**config.mk**
```make
export PLATFORM = sky130hd
export DESIGN_NAME = rom_scan_ctrl
export DESIGN_NICKNAME = d
export VERILOG_FILES = /design/src/rtl/rom_scan_ctrl.sv
export SDC_FILE = /design/constraint.sdc
export NUM_CORES = 1
export LEC_CHECK = 0
export ABC_AREA = 1
export BUFFER_PORTS_ARGS = -buffer_cell sky130_fd_sc_hd__clkbuf_2
export CAP_MARGIN = 0
export CORE_ASPECT_RATIO = 0.7
export CORE_UTILIZATION = 50
export DETAILED_ROUTE_END_ITERATION = 10
export PLACE_DENSITY = 0.72
export SLEW_MARGIN = 30
export SYNTH_ARGS = -nofsm -noshare
export SYNTH_HDL_FRONTEND = slang
export SYNTH_SLANG_ARGS = --single-unit
```
**constraint.sdc**
```tcl
create_clock -name clk -period 1.92 [get_ports clk]
set_input_delay 0.384 -clock clk [delete_from_list [all_inputs] [get_ports clk]]
set_output_delay 0.384 -clock clk [all_outputs]
set_load 0.005 [all_outputs]
```
**src/rtl/rom_scan_ctrl.sv**
```systemverilog
// Burst reader for the 8x4 lookup ROM: drives rom_addr, captures each word and streams it out.
// Latency: start sampled -> FETCH -> out_valid one edge later; at most 1 word per 2 cycles.
// Backpressure: a word is held in OUT (data, address and rom_addr frozen) until out_ready.
//
// Ports:
//   clk, rst_n              clock, asynchronous active-low reset
//   start, start_addr       burst request (sampled in IDLE only) and first ROM address
//   count                   burst length 0..8, larger values clamp to 8
//   rom_addr / rom_data     registered ROM address, combinational ROM word back
//   out_valid/out_ready     output stream handshake for out_data/out_addr
//   sum                     sum of words accepted this burst, cleared on start
//   busy, done              high in FETCH/OUT; one-cycle pulse at burst end
module rom_scan_ctrl #(
  parameter int ADDR_W = 3,
  parameter int DATA_W = 4,
  parameter int SUM_W  = 8
) (
  input  logic              clk,
  input  logic              rst_n,
  input  logic              start,
  input  logic [ADDR_W-1:0] start_addr,
  input  logic [ADDR_W:0]   count,
  output logic [ADDR_W-1:0] rom_addr,
  input  logic [DATA_W-1:0] rom_data,
  output logic              out_valid,
  input  logic              out_ready,
  output logic [DATA_W-1:0] out_data,
  output logic [ADDR_W-1:0] out_addr,
  output logic [SUM_W-1:0]  sum,
  output logic              busy,
  output logic              done
);

  typedef enum logic [1:0] {IDLE, FETCH, OUT, DONE} state_t;

  localparam logic [ADDR_W:0] MAX_CNT = (ADDR_W+1)'(2**ADDR_W);

  state_t state, state_nxt;
  logic [ADDR_W:0] rem;
  logic [ADDR_W:0] count_clamped;

  assign count_clamped = (count > MAX_CNT) ? MAX_CNT : count;

  // state register
  always_ff @(posedge clk or negedge rst_n) begin
    if (!rst_n) state <= IDLE;
    else        state <= state_nxt;
  end

  // next-state logic
  always_comb begin
    state_nxt = state;
    case (state)
      IDLE:  if (start) state_nxt = (count_clamped != '0) ? FETCH : DONE;
      FETCH: state_nxt = OUT;
      // out_valid is always high in OUT, so out_ready alone completes the handshake
      OUT:   if (out_ready) state_nxt = (rem == (ADDR_W+1)'(1)) ? DONE : FETCH;
      DONE:  state_nxt = IDLE;
      default: state_nxt = IDLE;
    endcase
  end

  // outputs decoded straight from the state register, so they are glitch-free
  always_comb begin
    busy = 1'b0;
    done = 1'b0;
    case (state)
      FETCH, OUT: busy = 1'b1;
      DONE:       done = 1'b1;
      default:    ;
    endcase
  end

  // datapath: address, captured word, remaining count, running sum
  always_ff @(posedge clk or negedge rst_n) begin
    if (!rst_n) begin
      rom_addr  <= '0;
      out_valid <= 1'b0;
      out_data  <= '0;
      out_addr  <= '0;
      sum       <= '0;
      rem       <= '0;
    end else begin
      case (state)
        IDLE: if (start) begin
          rom_addr <= start_addr;
          rem      <= count_clamped;
          sum      <= '0;
        end
        FETCH: begin
          // rom_addr has been stable for a full cycle, so rom_data is settled here
          out_data  <= rom_data;
          out_addr  <= rom_addr;
          out_valid <= 1'b1;
        end
        OUT: if (out_ready) begin
          sum       <= sum + SUM_W'(out_data);
          out_valid <= 1'b0;
          rem       <= rem - (ADDR_W+1)'(1);
          rom_addr  <= rom_addr + ADDR_W'(1);   // natural wrap 7 -> 0
        end
        default: ;
      endcase
    end
  end

endmodule

```
**After elaboration in Yosys (flattened, before gate mapping)**

Index checks and enable logic that the tools add are counted.

- Flip-flop bits (word level): 25
- Bits in latches: 0
- RAM bits: 0
- Bits in read-only memories: 0
- Input bits: 15
- Memories kept: 0

- Add/subtract/negate cells: 3
- Multipliers: 0
- Divide/modulo/power cells: 0
- Magnitude comparators: 1
- Equality and inequality tests: 6
- Shift operators: 0
- Mux-type cells: 19
- Bitwise gates (word level): 0
- Reductions and logical operators: 8

Operators by type and width:

| kind | number |
|---|---|
| $mux 8 | 2 |
| $pmux 8 s2 | 1 |
| $mux 4 | 3 |
| $add 8x4->8 | 1 |
| $mux 2 | 4 |
| $pmux 2 s4 | 1 |
| $pmux 4 s2 | 1 |
| $mux 3 | 2 |
| $pmux 3 s2 | 1 |
| $eq 2x2->1 const B | 2 |
| $eq 4x1->1 const B | 1 |
| $gt 4x4->1 const B | 1 |
| $ne 2x2->1 const B | 2 |
| $reduce_and 2->1 | 2 |
| $reduce_bool 2->1 | 2 |
| $reduce_bool 4->1 | 1 |
| $sub 4x1->4 const B | 1 |
| $add 3x1->3 const B | 1 |
| $mux 1 | 3 |
| $reduce_and 3->1 | 1 |
| $eq 2x1->1 const B | 1 |
| $logic_not 2->1 | 1 |
| $pmux 1 s2 | 1 |
| $reduce_or 2->1 | 1 |

**Longest topological paths before layout**

- Depth after elaboration: 6
- Mapped depth: 10
- Gate-level depth less buffers: 9

**Worst setup path before layout**

Ideal clock, no wire load.

- Kind: reg-to-reg
- Start point: register out_data[0]
- End point: register sum[4]
- Setup time: 117 ps
- Arrival time: 1,355 ps
- Path slack: 448 ps
- Cell stages (with the launch flop): 7
- Path buffers: 0
- Clock period less this slack: 1,472 ps
- Cells stage by stage: dfrtp_1 -> ha_1 -> fa_1 -> a21oi_1 -> nor2_1 -> nor2_1 -> nor2_1

- Cells in the longest elaborated chain, start to end: 3

RTL lines:

| what | RTL line | source |
|---|---|---|
| start, declared | 27 | `output logic [DATA_W-1:0] out_data,` |
| start signal, assigned | 92 | `out_data <= rom_data;` |
| $add 8x4->8 | 97 | `sum <= sum + SUM_W'(out_data);` |
| $mux 8 | 96 | `OUT: if (out_ready) begin` |
| $pmux 8 s2 | 84 | `case (state)` |
| end signal, assigned | 97 |  |
| end, declared | 29 | `output logic [SUM_W-1:0] sum,` |

Every way passes these cells. The select of a mux whose other input is x is not followed.
A chain may end at the register's enable or synchronous reset.

**Final worst setup path**

- Start point: register state[0]
- End point: register sum[7]

- Cells in the longest elaborated chain, start to end: 3
- Elaborated cells on any way between the ends: 7

RTL lines:

| what | RTL line | source |
|---|---|---|
| start, declared | 38 | `state_t state, state_nxt;` |
| start signal, assigned | 47 | `else state <= state_nxt;` |
| $eq 2x2->1 or $logic_not 2->1 (tied branches) | 84 |  |
| $ne 2x2->1 (no line) or $reduce_bool 2->1 (tied branches) | - |  |
| $reduce_and 3->1 (no line) | - |  |

Several ways; a longest one is shown, not always the timed one.

==> results.yml <==
drt:
  drcViolationCount: 0
  viasPerCell: 5.01
  vias: 1302
  ant_nets: 0
  drt_iter0_drc: 50
  wire_per_inst_um: 12.4
  routed_wl_mm: 3.23
  firstDrtPassIters: 4
timing:
  skew_ns: 0.00918
  tightest_slew_ns: 0.628
  slew_headroom_pct: 58.1
  rsz0062_at_grt: "false"
  fin_crit_ns: 1.71
  finalHoldViolCount: 0
  hold_ws_ns: 0.103
  max_clock_freq_mhz: 584
  setup_viol: 0
  setup_tns_ns: 0
  slew_viol_final: 0
  finalCritPeriodShare_pct: 89.1
placed_design:
  placed_cells_incl_taps: 256
  dp_hpwl_mm: 2.52
  numPortBuffers: 35
  place.gp.congestion: 0.781
worst_setup_path:
  crit_path_frequent_cell: "nand2_1"
  path_cells: "inv_1 -> ha_2 -> inv_4 -> nand2_4 -> nand3_4 -> inv_2 -> nand2_1 -> nand2_1 -> nor2_1"
  arrival_ns: 1.87
  start_kind: "flop"
  critical_path_buf_inv_count: 3
  cpMaxStageDelayCell: "dfrtp_1"
  worstPathRequired_ns: 2.08
  reg2reg_to: "sum[7]"
  cp_max_fo: 14
  r2r_cells: 9
  worstSetupPathType: "flop to flop"
  crit_family: "simple AND/OR/NAND/NOR gates"
  rrSetupSlack_ns: 0.21
  endpoint_kind: "flop"
  r2r_start: "state[0]"
  max_stage_delay_ns: 0.41
floorplanning:
  start_util_pct: 53.1
  die_area_sq_um: 3230
  chipHeight_um: 47.8
  io_pins: 36
  rows: 16
  die_x_um: 67.5
  core-area_sq_um: 2820
layout:
  diodes: 0
  final_common_cell: "nand2_1"
  fillers: 256
  area_growth_pct: 16.2
  post_route_cells_drive_above_1_share_pct: 21.9
  final_cells: 260
  final_cell_mix: "nand2_1, clkbuf_2, dfrtp_1"
  finalNetCount: 253
logic_synthesis:
  ys_seq_area_share_pct: 41.7
  yosys-top-cells-area: "dfrtp_1, nand2_1, ha_1, inv_1, o21ai_0"
  synthesis.area_sq_um: 1500
  synth_top_cell_area_share_pct: 41.7
  synthesis.nets: 216
  ys_ff_latch: 25
  syn_area_per_cell_sq_um: 7.98
  syn_inst: 188
  yosysUniqueCellTypes: 26
  synth_warnings: 0
  synth_top_area_cell: "dfrtp_1"
cts:
  cts-root-buf: "clkbuf_8"
  clock_latency_ns: 0.28
  htree_levels: 1
  cts_buffers: 3
  clock_sinks: 25
  cts_tree: "yes"
  clk_pin_slew_worst_paths_ns: 0.10
  clk_path_buf_depth: 2
global_routing:
  grtUsageTotal_pct: 21.9
  first_global_vias: 1134
  grt_max_degree: 26
  grt_pass1_wl_mm: 5.00
  gr-total-overflow: 0
  antenna_found_initial: 0
min_path:
  min_path_type: "primary input to asynchronous set/reset pin"
power:
  p_per_area_nw_per_um2: 1490
  peakVddDrop_mv: 0.641
  fin_total_pwr_mw: 2.59
  p_leak_nw: 0.988
job:
  cap_violations: 0
status:
  status: "completed"
worst max-delay path by stage:
stage,cells past startpoint,to,from
detailed placement,9,sum[7],state[0]
global placement,9,sum[7],state[0]
floorplan,6,sum[4],out_data[0]
finish,9,sum[7],state[0]
global route,9,sum[4],state[0]
CTS,9,sum[7],state[0]
logic make-up (layout without fill, tap and decap cells):
logic type / count (synthesis) / count (layout) / synth area share (%)
XOR/XNOR: 3 / 3 / 1.75
AND/OR/NAND/NOR: 88 / 88 / 24.8
flip-flops: 25 / 25 / 41.7
AO/OA/AOI/OAI: 28 / 28 / 10.8
adder cells (fa/ha/maj): 13 / 13 / 11.3
buffers and inverters: 31 / 67 / 9.59
where the power goes:
part	switching, mW	total, mW	internal, mW
clock network	0.176	0.324	0.147
registers	0.186	0.916	0.730
logic	0.808	1.35	0.541
total	1.17	2.59	1.42
what timing repair did:
action | 4_1_cts | 5_1_grt
setup buffers | 0 | 0
resized for setup | 0 | 1
endpoints found under the setup margin | 0 | 3
hold buffers | 0 | 0
area by class of cell:
type,count,area [sq um],area share (%)
multi-input combinational,132,733,42.1
timing repair buffer,37,190,10.9
clock inverter,1,7.51,0.431
clock buffer,3,41.3,2.37
sequential,25,626,35.9
inverter,26,100,5.74
tap,36,45.0,2.58
routing by layer:
layer | part of all wire [%] | wire [um] | GRT usage [%] | vias to the layer above
li1 | - | - | - | 664
met1 | 48 | 1540 | 29.9 | 599
met2 | 46 | 1480 | 34.1 | 37
met3 | 6.1 | 196 | 7.38 | 2
met4 | 0.59 | 19 | 4.26 | 0
met5 | 0 | 0 | 0 | -
sequential cells by signal, summed over array words and instances, names as in the netlist:
register / count
rom_addr: 3
state: 2
rem: 4
sum: 8
out_data: 4
out_addr: 3
out_valid: 1
metrics by stage:
step                      area (sq um)  utilization, %  setup slack (ns)
after detailed placement          1690            59.9             0.140
after CTS                         1740            61.7             0.115
after global placement            1690            59.9             0.242
after floorplan                   1500               -             0.448
after global routing              1740            61.7            0.0759
final                             1740            61.7             0.208
worst register-to-register path: stages (launching register included):
cell and delay, ns:
dfrtp_1 0.41, inv_1 0.13, ha_2 0.32, inv_4 0.06, nand2_4 0.07, nand3_4 0.16, inv_2 0.21, nand2_1 0.12
nand2_1 0.08, nor2_1 0.04
synth_stat cells (all sizes together):
cell,count
a21oi,5
a22o,2
buf,5
clkinv,1
dfrtp,25
fa,1
ha,12
inv,25
nand2,62
nand3,9
nand3b,1
nand4,1
nor2,14
nor3,1
o21ai,17
o22ai,3
o31ai,1
xnor2,3
(Power assumes the default switching activity.)
